$ cat config.mk
export PLATFORM = sky130hd
export DESIGN_NAME = button_conditioner
export DESIGN_NICKNAME = d
export VERILOG_FILES = /design/src/rtl/button_conditioner_pkg.sv /design/src/rtl/button_channel.sv /design/src/rtl/button_conditioner.sv
export SDC_FILE = /design/constraint.sdc
export NUM_CORES = 1
export LEC_CHECK = 0
export ABC_AREA = 1
export CORE_UTILIZATION = 41
export CTS_BUF_LIST = sky130_fd_sc_hd__clkbuf_8 sky130_fd_sc_hd__clkbuf_16
export DETAILED_ROUTE_END_ITERATION = 10
export MAX_ROUTING_LAYER = met4
export SETUP_SLACK_MARGIN = 0.3
export SLEW_MARGIN = 20
export SYNTH_ARGS = -nofsm -noshare
export SYNTH_HDL_FRONTEND = slang
export SYNTH_SLANG_ARGS = --single-unit
$ cat constraint.sdc
create_clock -name CLK -period 1.46 [get_ports CLK]
set_input_delay 0.292 -clock CLK [delete_from_list [all_inputs] [get_ports CLK]]
set_output_delay 0.292 -clock CLK [all_outputs]
set_load 0.005 [all_outputs]
$ cat src/rtl/button_conditioner_pkg.sv
// Shared button indices, default timing constants and per-channel FSM states.
// The menu controller imports this package so both sides agree on the bit order.
package button_conditioner_pkg;

  localparam int NUM_BTNS      = 5;
  localparam int BTN_ARRIBA    = 0;
  localparam int BTN_ABAJO     = 1;
  localparam int BTN_IZQUIERDA = 2;
  localparam int BTN_DERECHA   = 3;
  localparam int BTN_CENTRO    = 4;

  localparam int DEF_DEB_CYCLES    = 2_000_000;
  localparam int DEF_HOLD_CYCLES   = 50_000_000;
  localparam int DEF_REPEAT_CYCLES = 10_000_000;
  localparam logic [NUM_BTNS-1:0] DEF_REPEAT_MASK = 5'b00011;

  typedef enum logic [1:0] {
    ST_IDLE   = 2'd0,
    ST_ARMED  = 2'd1,
    ST_REPEAT = 2'd2
  } chan_state_t;

  function automatic int max_int(input int a, input int b);
    return (a > b) ? a : b;
  endfunction

  // Counter width that holds values 0..n-1, never narrower than one bit.
  function automatic int cnt_width(input int n);
    return ($clog2(n) > 0) ? $clog2(n) : 1;
  endfunction

endpackage

$ cat src/rtl/button_channel.sv
// One pushbutton: two-flop synchronizer, counter debouncer and press/repeat FSM.
// The press pulse lines up with the debounced level rising on the same edge.
module button_channel
  import button_conditioner_pkg::*;
#(
  parameter int   DEB_CYCLES    = DEF_DEB_CYCLES,
  parameter int   HOLD_CYCLES   = DEF_HOLD_CYCLES,
  parameter int   REPEAT_CYCLES = DEF_REPEAT_CYCLES,
  parameter logic REPEAT_EN     = 1'b0
) (
  input  logic clk,
  input  logic rst,
  input  logic btn_raw,
  output logic level,
  output logic pulse
);

  localparam int DC_W = cnt_width(DEB_CYCLES);
  localparam int HC_W = cnt_width(max_int(HOLD_CYCLES, REPEAT_CYCLES));
  localparam logic [DC_W-1:0] DC_LAST   = DC_W'(DEB_CYCLES - 1);
  localparam logic [HC_W-1:0] HOLD_LAST = HC_W'(HOLD_CYCLES - 1);
  localparam logic [HC_W-1:0] REP_LAST  = HC_W'(REPEAT_CYCLES - 1);

  logic            sync_p0;
  logic            sync_p1;
  logic [DC_W-1:0] dc;
  logic [HC_W-1:0] hc;
  chan_state_t     state;
  logic            differ;
  logic            deb_done;
  logic            rise;

  assign differ   = (sync_p1 != level);
  assign deb_done = differ && (dc == DC_LAST);
  assign rise     = deb_done && !level;

  // Stage p0/p1: metastability filter for the asynchronous button level
  always_ff @(posedge clk) begin
    if (rst) begin
      sync_p0 <= 1'b0;
      sync_p1 <= 1'b0;
    end else begin
      sync_p0 <= btn_raw;
      sync_p1 <= sync_p0;
    end
  end

  // Debounce: level flips only after DEB_CYCLES consecutive disagreeing samples
  always_ff @(posedge clk) begin
    if (rst) begin
      dc    <= '0;
      level <= 1'b0;
    end else begin
      if (!differ || deb_done) begin
        dc <= '0;
      end else begin
        dc <= dc + 1'b1;
      end
      if (deb_done) begin
        level <= ~level;
      end
    end
  end

  // Press/repeat FSM; the registered level is checked first so a release
  // landing on a terminal count suppresses the pulse.
  always_ff @(posedge clk) begin
    if (rst) begin
      state <= ST_IDLE;
      hc    <= '0;
      pulse <= 1'b0;
    end else begin
      pulse <= 1'b0;
      case (state)
        ST_IDLE: begin
          hc <= '0;
          if (rise) begin
            pulse <= 1'b1;
            state <= ST_ARMED;
          end
        end
        ST_ARMED: begin
          if (!level) begin
            hc    <= '0;
            state <= ST_IDLE;
          end else if (REPEAT_EN && (hc == HOLD_LAST)) begin
            pulse <= 1'b1;
            hc    <= '0;
            state <= ST_REPEAT;
          end else if (hc != HOLD_LAST) begin
            // Saturates when repeat is disabled so the count never wraps.
            hc <= hc + 1'b1;
          end
        end
        ST_REPEAT: begin
          if (!level) begin
            hc    <= '0;
            state <= ST_IDLE;
          end else if (hc == REP_LAST) begin
            pulse <= 1'b1;
            hc    <= '0;
          end else begin
            hc <= hc + 1'b1;
          end
        end
        default: begin
          hc    <= '0;
          state <= ST_IDLE;
        end
      endcase
    end
  end

endmodule

$ cat src/rtl/button_conditioner.sv
// Five independent front-panel button channels feeding the menu controller.
// Each bit gets its own debouncer and press/repeat FSM; no cross-button lockout.
module button_conditioner
  import button_conditioner_pkg::*;
#(
  parameter int DEB_CYCLES    = DEF_DEB_CYCLES,
  parameter int HOLD_CYCLES   = DEF_HOLD_CYCLES,
  parameter int REPEAT_CYCLES = DEF_REPEAT_CYCLES,
  parameter logic [NUM_BTNS-1:0] REPEAT_MASK = DEF_REPEAT_MASK
) (
  input  logic                CLK,
  input  logic                RST,
  input  logic [NUM_BTNS-1:0] B_in,
  output logic [NUM_BTNS-1:0] L_out,
  output logic [NUM_BTNS-1:0] P_out
);

  for (genvar i = 0; i < NUM_BTNS; i++) begin : g_chan
    button_channel #(
      .DEB_CYCLES   (DEB_CYCLES),
      .HOLD_CYCLES  (HOLD_CYCLES),
      .REPEAT_CYCLES(REPEAT_CYCLES),
      .REPEAT_EN    (REPEAT_MASK[i])
    ) u_chan (
      .clk    (CLK),
      .rst    (RST),
      .btn_raw(B_in[i]),
      .level  (L_out[i]),
      .pulse  (P_out[i])
    );
  end

endmodule

======== After elaboration in Yosys (flattened, before gate mapping) ========
Cells that the tools add are included.
storage, ports and cells
  register bits after elaboration ......... 265
  bits of input ports ..................... 7
  output and inout port bits .............. 10
operators by class
  mux-type cells .......................... 70
  bitwise operators ....................... 5
  reductions and logical operators ........ 43
  $add $sub $neg .......................... 10
  equality and inequality tests ........... 49
operator list
  cell                     count
  $mux W26                 22
  $pmux W26 S2             5
  $add A26 B1 Y26 const B  5
  $eq A26 B24 Y1 const B   5
  $ne A26 B26 Y1 const B   5
  $add A21 B1 Y21 const B  5
  $eq A21 B21 Y1 const B   5
  $eq A26 B26 Y1 const B   2
  $mux W2                  14
  $mux W1                  19
  $reduce_or A2 Y1         8
  $ne A3 B3 Y1 const B     5
  $pmux W2 S2              3
  $pmux W2 S3              2
  $eq A2 B1 Y1 const B     5
  $eq A2 B2 Y1 const B     5
  $logic_and A1 B1 Y1      10
  $logic_not A1 Y1         10
  $logic_not A2 Y1         5
  $ne A2 B1 Y1 const B     5
  $ne A2 B2 Y1 const B     5
  $ne A4 B4 Y1 const B     2
  $pmux W1 S2              3
  $pmux W1 S3              2
  other kinds (5)          20

======== Depth between registers and ports, before layout ========
Gate-level depths: netlist (run 1).
  depth in word-level cells ............... 5
  mapped depth ............................ 11
  depth with buffers taken out ............ 11

======== Hierarchy ========
Synthesis (run 1) repeated with hierarchy kept, for this count alone.
second synthesis, totals
  cell total of the unflattened synthesis .. 1308
  area total of the unflattened synthesis .. 9256.4 sq um
by module, submodules not included
  module                                  sequential area each (sq um)  cells each  area each (sq um)  times used
  button_channel at g_chan[1].u_chan      1061.0                        381         2745.1             1
  button_channel at g_chan[0].u_chan      1061.0                        373         2690.1             1
  button_channel at g_chan[2].u_chan ...  520.5                         185         1276.2             2
  button_channel at g_chan[4].u_chan      520.5                         184         1268.7             1

======== Worst setup path before layout (run 1) ========
Ideal clock, no wire load.
  path type ............................... reg2reg
  start point ............................. register g_chan[0].u_chan.dc[0]
  end point ............................... register g_chan[0].u_chan.dc[13]
  period minus slack after synthesis ...... 1.558 ns
  stages on the path, launching flop included .. 9
  arrival time ............................ 1.444 ns
  required time ........................... 1.345 ns
  slack ................................... -0.098 ns
  setup time .............................. 0.115 ns
  path through ............................ dfxtp_1 > ha_1 > nand3_2 > nor2_2 > nand3_1 > o211ai_1 > buf_4 > a21oi_1 > o21a_1
on the way
  cells in the longest elaborated chain, start to end .. 4
  elaborated cells on any way between the ends .. 5
RTL lines
  what                                                                     RTL line              RTL
  start, declared                                                          button_channel.sv:26  logic [DC_W-1:0] dc;
  start signal, assigned                                                   button_channel.sv:57  dc <= dc + 1'b1;
  parallel branches: the longest is 4 deep, another holds $add A21 B1 Y21  --
Several ways; the timed one is not identified.
A chain may end at the register's enable or synchronous reset.

======== Worst setup path after layout (run 1) ========
  start point ............................. register g_chan[0].u_chan.hc[7]
  end point ............................... register g_chan[0].u_chan.hc[20]
on the way
  cells in the longest elaborated chain, start to end .. 5
  elaborated cells on any way between the ends .. 11
RTL lines
  what                    RTL line                                     RTL
  start, declared         button_channel.sv:27                         logic [HC_W-1:0] hc;
  start signal, assigned  button_channel.sv:92                         hc <= hc + 1'b1;
  start signal, assigned  button_channel.sv:103                        hc <= hc + 1'b1;
  $add A26 B1 Y26         button_channel.sv:92, button_channel.sv:103
  $mux W26                button_channel.sv:90                         end else if (hc != HOLD_LAST) begin
  $mux W26                button_channel.sv:86                         end else if (REPEAT_EN && (hc == HOLD_LAST)) begin
  $mux W26                button_channel.sv:83                         if (!level) begin
  $pmux W26 S2            button_channel.sv:74                         case (state)
Several ways; a longest one is shown, not always the timed one. The select of a mux whose other input is x is not followed.

==> qor.tcl, run 1 <==
set qor(synth.yosys.seq_area_share_pct) 40.2
set qor(initial_utilization_pct) 41.9
set qor(coreArea_mm2) 0.0219
set qor(antennaDiodeCount) 0
set qor(global_route.overflow_total) 0
set qor(min_path_cells) 3
set qor(netlist.top_cell.by_area) {sky130_fd_sc_hd__dfxtp_1}
set qor(synthToLayoutAreaGrowth_pct) 49.6
set qor(synth-edff-count) 0
set qor(grt_antenna_before_repair) 0
set qor(mapped_avg_cell_area_um2) 7.20
set qor(design.die.area_mm2) 0.0230
set qor(netlist_instances) 1273
set qor(clock_sinks) 184
set qor(setup.worst_path.class) {reg2reg}
set qor(cts_made_buffers) 17
set qor(synth_cell_types) 44
set qor(holdPathEnd) {g_chan[3].u_chan.sync_p0}
set qor(r2r_end) {g_chan[0].u_chan.hc[20]}
set qor(min-delay-path-class) {in2reg}
set qor(detail_route.first_pass.iterations) 5
set qor(routed_via_density) 4.85
set qor(floorplan.rows) 54
set qor(rsz0062_at_grt) {yes}
set qor(final-setup-viol-count) 110
set qor(logic_depth_of_the_worst_register_to_register_path) 10
set qor(clock_tree_from_tritoncts) {done}
set qor(finalNetCount) 1560
set qor(synth.cell_area_mm2) 0.00917
set qor(timing.critical_path.arrival_ns) 1.90
set qor(synth_flop_cell) {sky130_fd_sc_hd__dfxtp_1}
set qor(cts.htree.levels) 4
set qor(synth.yosys.warnings) 0
set qor(final_routed_drc_violation_total) 0
set qor(ioPinCount) 17
set qor(post-route-min-period_ns) 1.57
set qor(tightestPinTransition_ns) 0.426
set qor(power.total_w) 0.00969
set qor(clock_latency_of_the_later_clocked_register_in_the_worst_skew_pair_ns) 0.44
set qor(yosys_register_bits) 184
set qor(reg2reg_slack_ns) -0.11
set qor(slew_headroom_pct) 71.4
set qor(max-clock-path-buffers) 2
set qor(slew_violations) 0
set qor(run_status) {complete, but fails checks}
set qor(drt-wirelength-per-cell_um) 12.7
set qor(netlist_top_cells_count) {sky130_fd_sc_hd__nand2_1 (231), sky130_fd_sc_hd__nor2_1 (229), sky130_fd_sc_hd__dfxtp_1 (184)}
set qor(synth_top_area_share_pct) 40.2
set qor(grtUsageTotal_pct) 21.1
set qor(post_synth_main_area_contributors) {sky130_fd_sc_hd__dfxtp_1 (40%), sky130_fd_sc_hd__nand2_1 (9.5%), sky130_fd_sc_hd__nor2_1 (9.4%), sky130_fd_sc_hd__inv_1 (6.8%), sky130_fd_sc_hd__xor2_1 (5.1%)}
set qor(placement.io_buffers) 16
set qor(yosysMostFrequentCell) {sky130_fd_sc_hd__nand2_1}
set qor(ir_drop_mv) 0.670
set qor(ant_nets) 0
set qor(die_y_um) 152
set qor(detailedRoute.firstIterationViolations) 303
set qor(filler_cell_count) 1860
set qor(clk_root_buffer_cell) {sky130_fd_sc_hd__clkbuf_16}
set qor(maximum_number_of_pins_on_one_net_before_global_route_repair) 22
set qor(max_clock_freq_mhz) 636
set qor(worst_ep_required_time_ns) 1.79
set qor(die_width_um) 152
set qor(detailed_place_hpwl_mm) 14.9
set qor(postRouteWirelength_mm) 23.3
set qor(largest_fanout_of_any_net_on_the_critical_path) 7
set qor(clock_pin_slew_on_the_worst_setup_and_hold_paths_ns) 0.07
set qor(layout_worst_path_cycle_share_pct) 108
set qor(ys_async_sr_fraction_pct) 0
set qor(reg2reg_from) {g_chan[0].u_chan.hc[7]}
set qor(post_layout_nonfiller_instances) 1829
set qor(max_cap_violations) 0
set qor(final.setup_skew_ns) 0.0105
set qor(violations) {setup timing}
set qor(grt_first_pass_wirelength_mm) 38.0
set qor(place.gp.congestion) 0.857
set qor(worst_slack_ns) -0.113
set qor(worst_setup_path_start_kind) {flip-flop}
set qor(finalHoldViolCount) 0
set qor(worst_setup_path_end_kind) {flip-flop}
set qor(number_of_global_route_vias_before_repair) 8582
set qor(place.detailed.instances) 1731
set qor(layout-drive-gt1-share_pct) 41.0
set qor(cellLeakagePower_nw) 5.06
set qor(route.vias.total) 8879
set qor(synth_nets) 1295
set qor(pwr_density_cell_mw_per_mm2) 706
set qor(min-delay-start) {B_in[3]}
cells in the final DEF, fill, tap and decap left out, drive strengths merged:
cell	instances
and2	1
o211ai	2
nand3	80
clkbuf	22
xor2	53
clkdlybuf4s50	6
nor2	252
nand4	43
dfxtp	184
o21ai	23
o21a	4
a31oi	2
nor4	9
xnor2	22
clkinv	7
buf	258
nor3	66
clkinvlp	2
or2	13
nand2	241
o21bai	2
a211oi	1
nor3b	6
ha	15
bufinv	1
nand3b	10
inv	170
a21oi	53
nand2b	1
area by class of cell:
type | count | area [µm²] | share of cell area (%)
Clock buffer | 18 | 439 | 3.20
Tap cell | 280 | 350 | 2.55
Inverter | 168 | 631 | 4.60
Timing Repair Buffer | 268 | 2460 | 17.9
Clock inverter | 12 | 106 | 0.775
Multi-Input combinational cell | 899 | 5970 | 43.5
Sequential cell | 184 | 3770 | 27.5
how the worst max path moves through the flow:
| stage | start | end | slack [ns] | cells after the start |
|---|---|---|---|---|
| 3_5_place_dp | RST | g_chan[0].u_chan.dc[13] | -0.21 | 7 |
| 4_1_cts | g_chan[1].u_chan.hc[1] | g_chan[1].u_chan.hc[11] | -0.11 | 11 |
| 2_1_floorplan | g_chan[1].u_chan.hc[1] | g_chan[1].u_chan.hc[10] | -0.02 | 11 |
| 3_3_place_gp | RST | g_chan[0].u_chan.dc[13] | -0.21 | 7 |
| 6_report | g_chan[0].u_chan.hc[7] | g_chan[0].u_chan.hc[20] | -0.11 | 10 |
| 5_1_grt | g_chan[1].u_chan.hc[1] | g_chan[1].u_chan.hc[21] | -0.24 | 11 |
stage by stage:
step                      hold slack [ns]  TNS (ns)  utilization, %  worst slack (ns)  area, µm²
after floorplan                     0.388    -0.476               -           -0.0248       9590
after global placement              0.390    -16.45            52.0            -0.215      11400
after detailed placement            0.397    -16.95            52.0            -0.213      11400
after CTS                           0.353     -4.07            59.0            -0.111      12900
after global routing                0.382    -20.07            62.7            -0.240      13700
final                               0.371     -5.39            62.7            -0.113      13700
worst max-delay path, stage by stage (launching register included):
cell,delay (ns)
sky130_fd_sc_hd__dfxtp_1,0.31
sky130_fd_sc_hd__inv_2,0.13
sky130_fd_sc_hd__nand4_1,0.15
sky130_fd_sc_hd__nor2_4,0.16
sky130_fd_sc_hd__nand3_2,0.13
sky130_fd_sc_hd__nand2_4,0.11
sky130_fd_sc_hd__nand2_2,0.07
sky130_fd_sc_hd__nand3_4,0.13
sky130_fd_sc_hd__buf_6,0.12
sky130_fd_sc_hd__buf_12,0.12
sky130_fd_sc_hd__nor2_1,0.05
kinds of logic after synthesis:
logic type / after synthesis / share of synthesized area (%)
simple gates: 719 / 36.8
buf+inv: 193 / 8.85
flops: 184 / 40.2
compound gates: 87 / 5.02
xor+xnor: 75 / 7.16
fa+ha+maj: 15 / 2.05
registers in the layout, summed over array words and instances, names as in the netlist:
name,count
g_chan.u_chan.sync_p1,5
g_chan.u_chan.hc,52
g_chan.u_chan.dc,105
g_chan.u_chan.state,7
g_chan.u_chan.pulse,5
g_chan.u_chan.sync_p0,5
g_chan.u_chan.level,5
repair_timing:
item,in CTS,in global routing
buffers inserted,34,21
resized for setup,209,146
gates cloned,8,5
hold buffers,0,0
pin swaps,72,59
endpoints found under the setup margin,184,184
metal layers:
layer / global-route usage [%] / share of wire [%]
met1: 25.3 / 46
met3: 3.77 / 2.7
met2: 35.6 / 49
met4: 7.48 / 2.5
met5: - / 0
where the power goes:
group,switching [W],internal (W),leakage (nW)
registers,0.0000160,0.00502,1.51
logic,0.000137,0.000123,3.28
clock network,0.00202,0.00237,0.271
total,0.00217,0.00752,5.06
No activity file was read; power rests on OpenSTA's default activity.
==> run 2: changes to the inputs <==
- CORE_ASPECT_RATIO: not set -> 1.25
- CTS_BUF_LIST: sky130_fd_sc_hd__clkbuf_8 sky130_fd_sc_hd__clkbuf_16 -> sky130_fd_sc_hd__clkbuf_4 sky130_fd_sc_hd__clkbuf_8 sky130_fd_sc_hd__clkbuf_16
==> qor.tcl, run 2 (synthesis results as in run 1) <==
set qor(cp.buffers_inverters) 2
set qor(ir_drop_mv) 0.831
set qor(worst_path_cell_chain) {ha_4 -> nand2_4 -> nor2_4 -> nand2_4 -> nor2_4 -> buf_6 -> buf_6 -> nand3_2 -> or2_4 -> a21oi_2}
set qor(final-setup-viol-count) 123
set qor(largest_register_ffs) 105
set qor(drt-wirelength-per-cell_um) 13.2
set qor(violations) {setup timing}
set qor(clock_sinks) 184
set qor(layout_worst_path_cycle_share_pct) 110
set qor(die_width_um) 136
set qor(grt.met2_usage_pct) 38.9
set qor(cts_made_buffers) 17
set qor(largest_register) {g_chan.u_chan.dc}
set qor(largest_registers) {g_chan.u_chan.dc (105), g_chan.u_chan.hc (52), g_chan.u_chan.state (7)}
set qor(clock_pin_slew_on_the_worst_setup_and_hold_paths_ns) 0.08
set qor(worst_slack_ns) -0.151
set qor(largest_fanout_of_any_net_on_the_critical_path) 3
set qor(slew_violations) 0
set qor(post-route-min-period_ns) 1.61
set qor(crit_path_start) {g_chan[2].u_chan.dc[0]}
set qor(antennaDiodeCount) 0
set qor(run_status) {complete, but fails checks}
set qor(grt_antenna_before_repair) 0
set qor(min-delay-start) {B_in[2]}
set qor(postRouteWirelength_mm) 24.7
set qor(critical_path.max_stage_delay_ns) 0.37
set qor(tightestPinTransition_ns) 0.391
set qor(worst_setup_path_end_kind) {flip-flop}
set qor(gr-max-usage-layer) {met2}
set qor(layout-drive-gt1-share_pct) 46.3
set qor(floorplan.rows) 60
set qor(initial_utilization_pct) 42.3
set qor(worst_ep_required_time_ns) 1.84
set qor(post_layout_nonfiller_instances) 1865
set qor(grt_first_pass_wirelength_mm) 39.8
set qor(global_route.usage.met3_pct) 3.26
set qor(slew_headroom_pct) 73.7
set qor(coreArea_mm2) 0.0217
set qor(ioPinCount) 17
set qor(cts.htree.levels) 4
set qor(place.detailed.instances) 1744
set qor(final.setup_skew_ns) 0.0113
set qor(mostFrequentLayoutCell) {sky130_fd_sc_hd__buf_4}
set qor(max_cap_violations) 0
set qor(clk_root_buffer_cell) {sky130_fd_sc_hd__clkbuf_16}
set qor(die_y_um) 169
set qor(place_ws_ns) -0.345
set qor(ant_nets) 0
set qor(synthToLayoutAreaGrowth_pct) 57.3
set qor(detail_route.first_pass.iterations) 4
set qor(global_route.overflow_total) 0
set qor(setup.worst_path.class) {reg2reg}
set qor(design.die.area_mm2) 0.0230
set qor(route.vias.total) 9160
set qor(pwr_density_cell_mw_per_mm2) 693
set qor(detailedRoute.firstIterationViolations) 342
set qor(met1_usage_pct) 24.4
set qor(max-clock-path-buffers) 2
set qor(worst_path_max_delay_cell) {sky130_fd_sc_hd__dfxtp_4}
set qor(number_of_global_route_vias_before_repair) 9011
set qor(timing.critical_path.arrival_ns) 2.00
set qor(cellLeakagePower_nw) 5.37
set qor(filler_cell_count) 1690
set qor(reg2reg_from) {g_chan[2].u_chan.dc[0]}
set qor(place.gp.congestion) 0.907
set qor(postCtsHoldBufs) 0
set qor(placement.io_buffers) 16
set qor(routed_via_density) 4.91
set qor(worst_setup_path_start_kind) {flip-flop}
set qor(layout.cells.most_common_list) {sky130_fd_sc_hd__buf_4 (230), sky130_fd_sc_hd__nand2_1 (200), sky130_fd_sc_hd__inv_1 (150), sky130_fd_sc_hd__dfxtp_1 (125), sky130_fd_sc_hd__nor2_1 (124)}
set qor(detailed_place_hpwl_mm) 15.3
set qor(critical_path.top_delay_family) {simple AND/OR/NAND/NOR gates}
set qor(finalHoldViolCount) 0
set qor(max_clock_freq_mhz) 621
set qor(final_routed_drc_violation_total) 0
set qor(clock_tree_from_tritoncts) {done}
set qor(min-delay-path-class) {in2reg}
set qor(rsz0062_at_grt) {yes}
set qor(finalNetCount) 1595
set qor(clock_latency_of_the_later_clocked_register_in_the_worst_skew_pair_ns) 0.44
set qor(maximum_number_of_pins_on_one_net_before_global_route_repair) 22
set qor(grtUsageTotal_pct) 21.8
==> run 2: through the flow <==
step                      area (µm²)  TNS (ns)  util, %  power, W  hold slack, ns
after global routing           14400    -22.17     66.5    0.0103           0.369
after floorplan                 9590    -0.476        -   0.00527           0.388
final                          14400     -9.41     66.5   0.00999           0.359
after detailed placement       11500    -33.26     52.9   0.00534           0.393
after global placement         11500    -35.21     52.9   0.00534           0.390
after CTS                      13200     -4.25     61.0    0.0101           0.349
==> run 2: area by class of cell <==
type	count	area [µm²]	share of cell area, %
Inverter	168	636	4.41
Timing Repair Buffer	303	2770	19.2
Sequential cell	184	3790	26.3
Multi-Input combinational cell	899	6280	43.6
Clock buffer	18	433	3.00
Clock inverter	14	160	1.11
Tap cell	279	349	2.42
==> run 2: metal layers <==
metal | routed length (µm) | part of all wire [%]
met5 | 0 | 0
met3 | 653 | 2.6
met1 | 10200 | 41
met4 | 686 | 2.8
met2 | 13100 | 53
==> run 2: timing repair <==
action | CTS | global route
setup endpoints to repair | 184 | 184
gates resized for setup | 220 | 236
pin swaps | 64 | 84
buffers inserted | 43 | 30
gates cloned | 9 | 7
==> run 2: report_power, final <==
part           switching, W  internal [W]  total (W)
clock network       0.00211       0.00258    0.00469
logic              0.000143      0.000130   0.000272
registers         0.0000170       0.00501    0.00503
total               0.00226       0.00773    0.00999
==> run 2: path summary, 6_finish.rpt <==
path / end / slack, ns / depth (start not counted)
max: g_chan[2].u_chan.dc[10] / -0.15 / 10
min: g_chan[2].u_chan.sync_p0 / 0.36 / 3
max reg2reg: g_chan[2].u_chan.dc[10] / -0.15 / 10
min reg2reg: g_chan[2].u_chan.sync_p1 / 0.40 / 2
==> run 2: worst register-to-register path: stages (launching register included) <==
cell	delay, ns
sky130_fd_sc_hd__dfxtp_4	0.37
sky130_fd_sc_hd__ha_4	0.15
sky130_fd_sc_hd__nand2_4	0.06
sky130_fd_sc_hd__nor2_4	0.13
sky130_fd_sc_hd__nand2_4	0.07
sky130_fd_sc_hd__nor2_4	0.15
sky130_fd_sc_hd__buf_6	0.11
sky130_fd_sc_hd__buf_6	0.09
sky130_fd_sc_hd__nand3_2	0.06
sky130_fd_sc_hd__or2_4	0.23
sky130_fd_sc_hd__a21oi_2	0.12
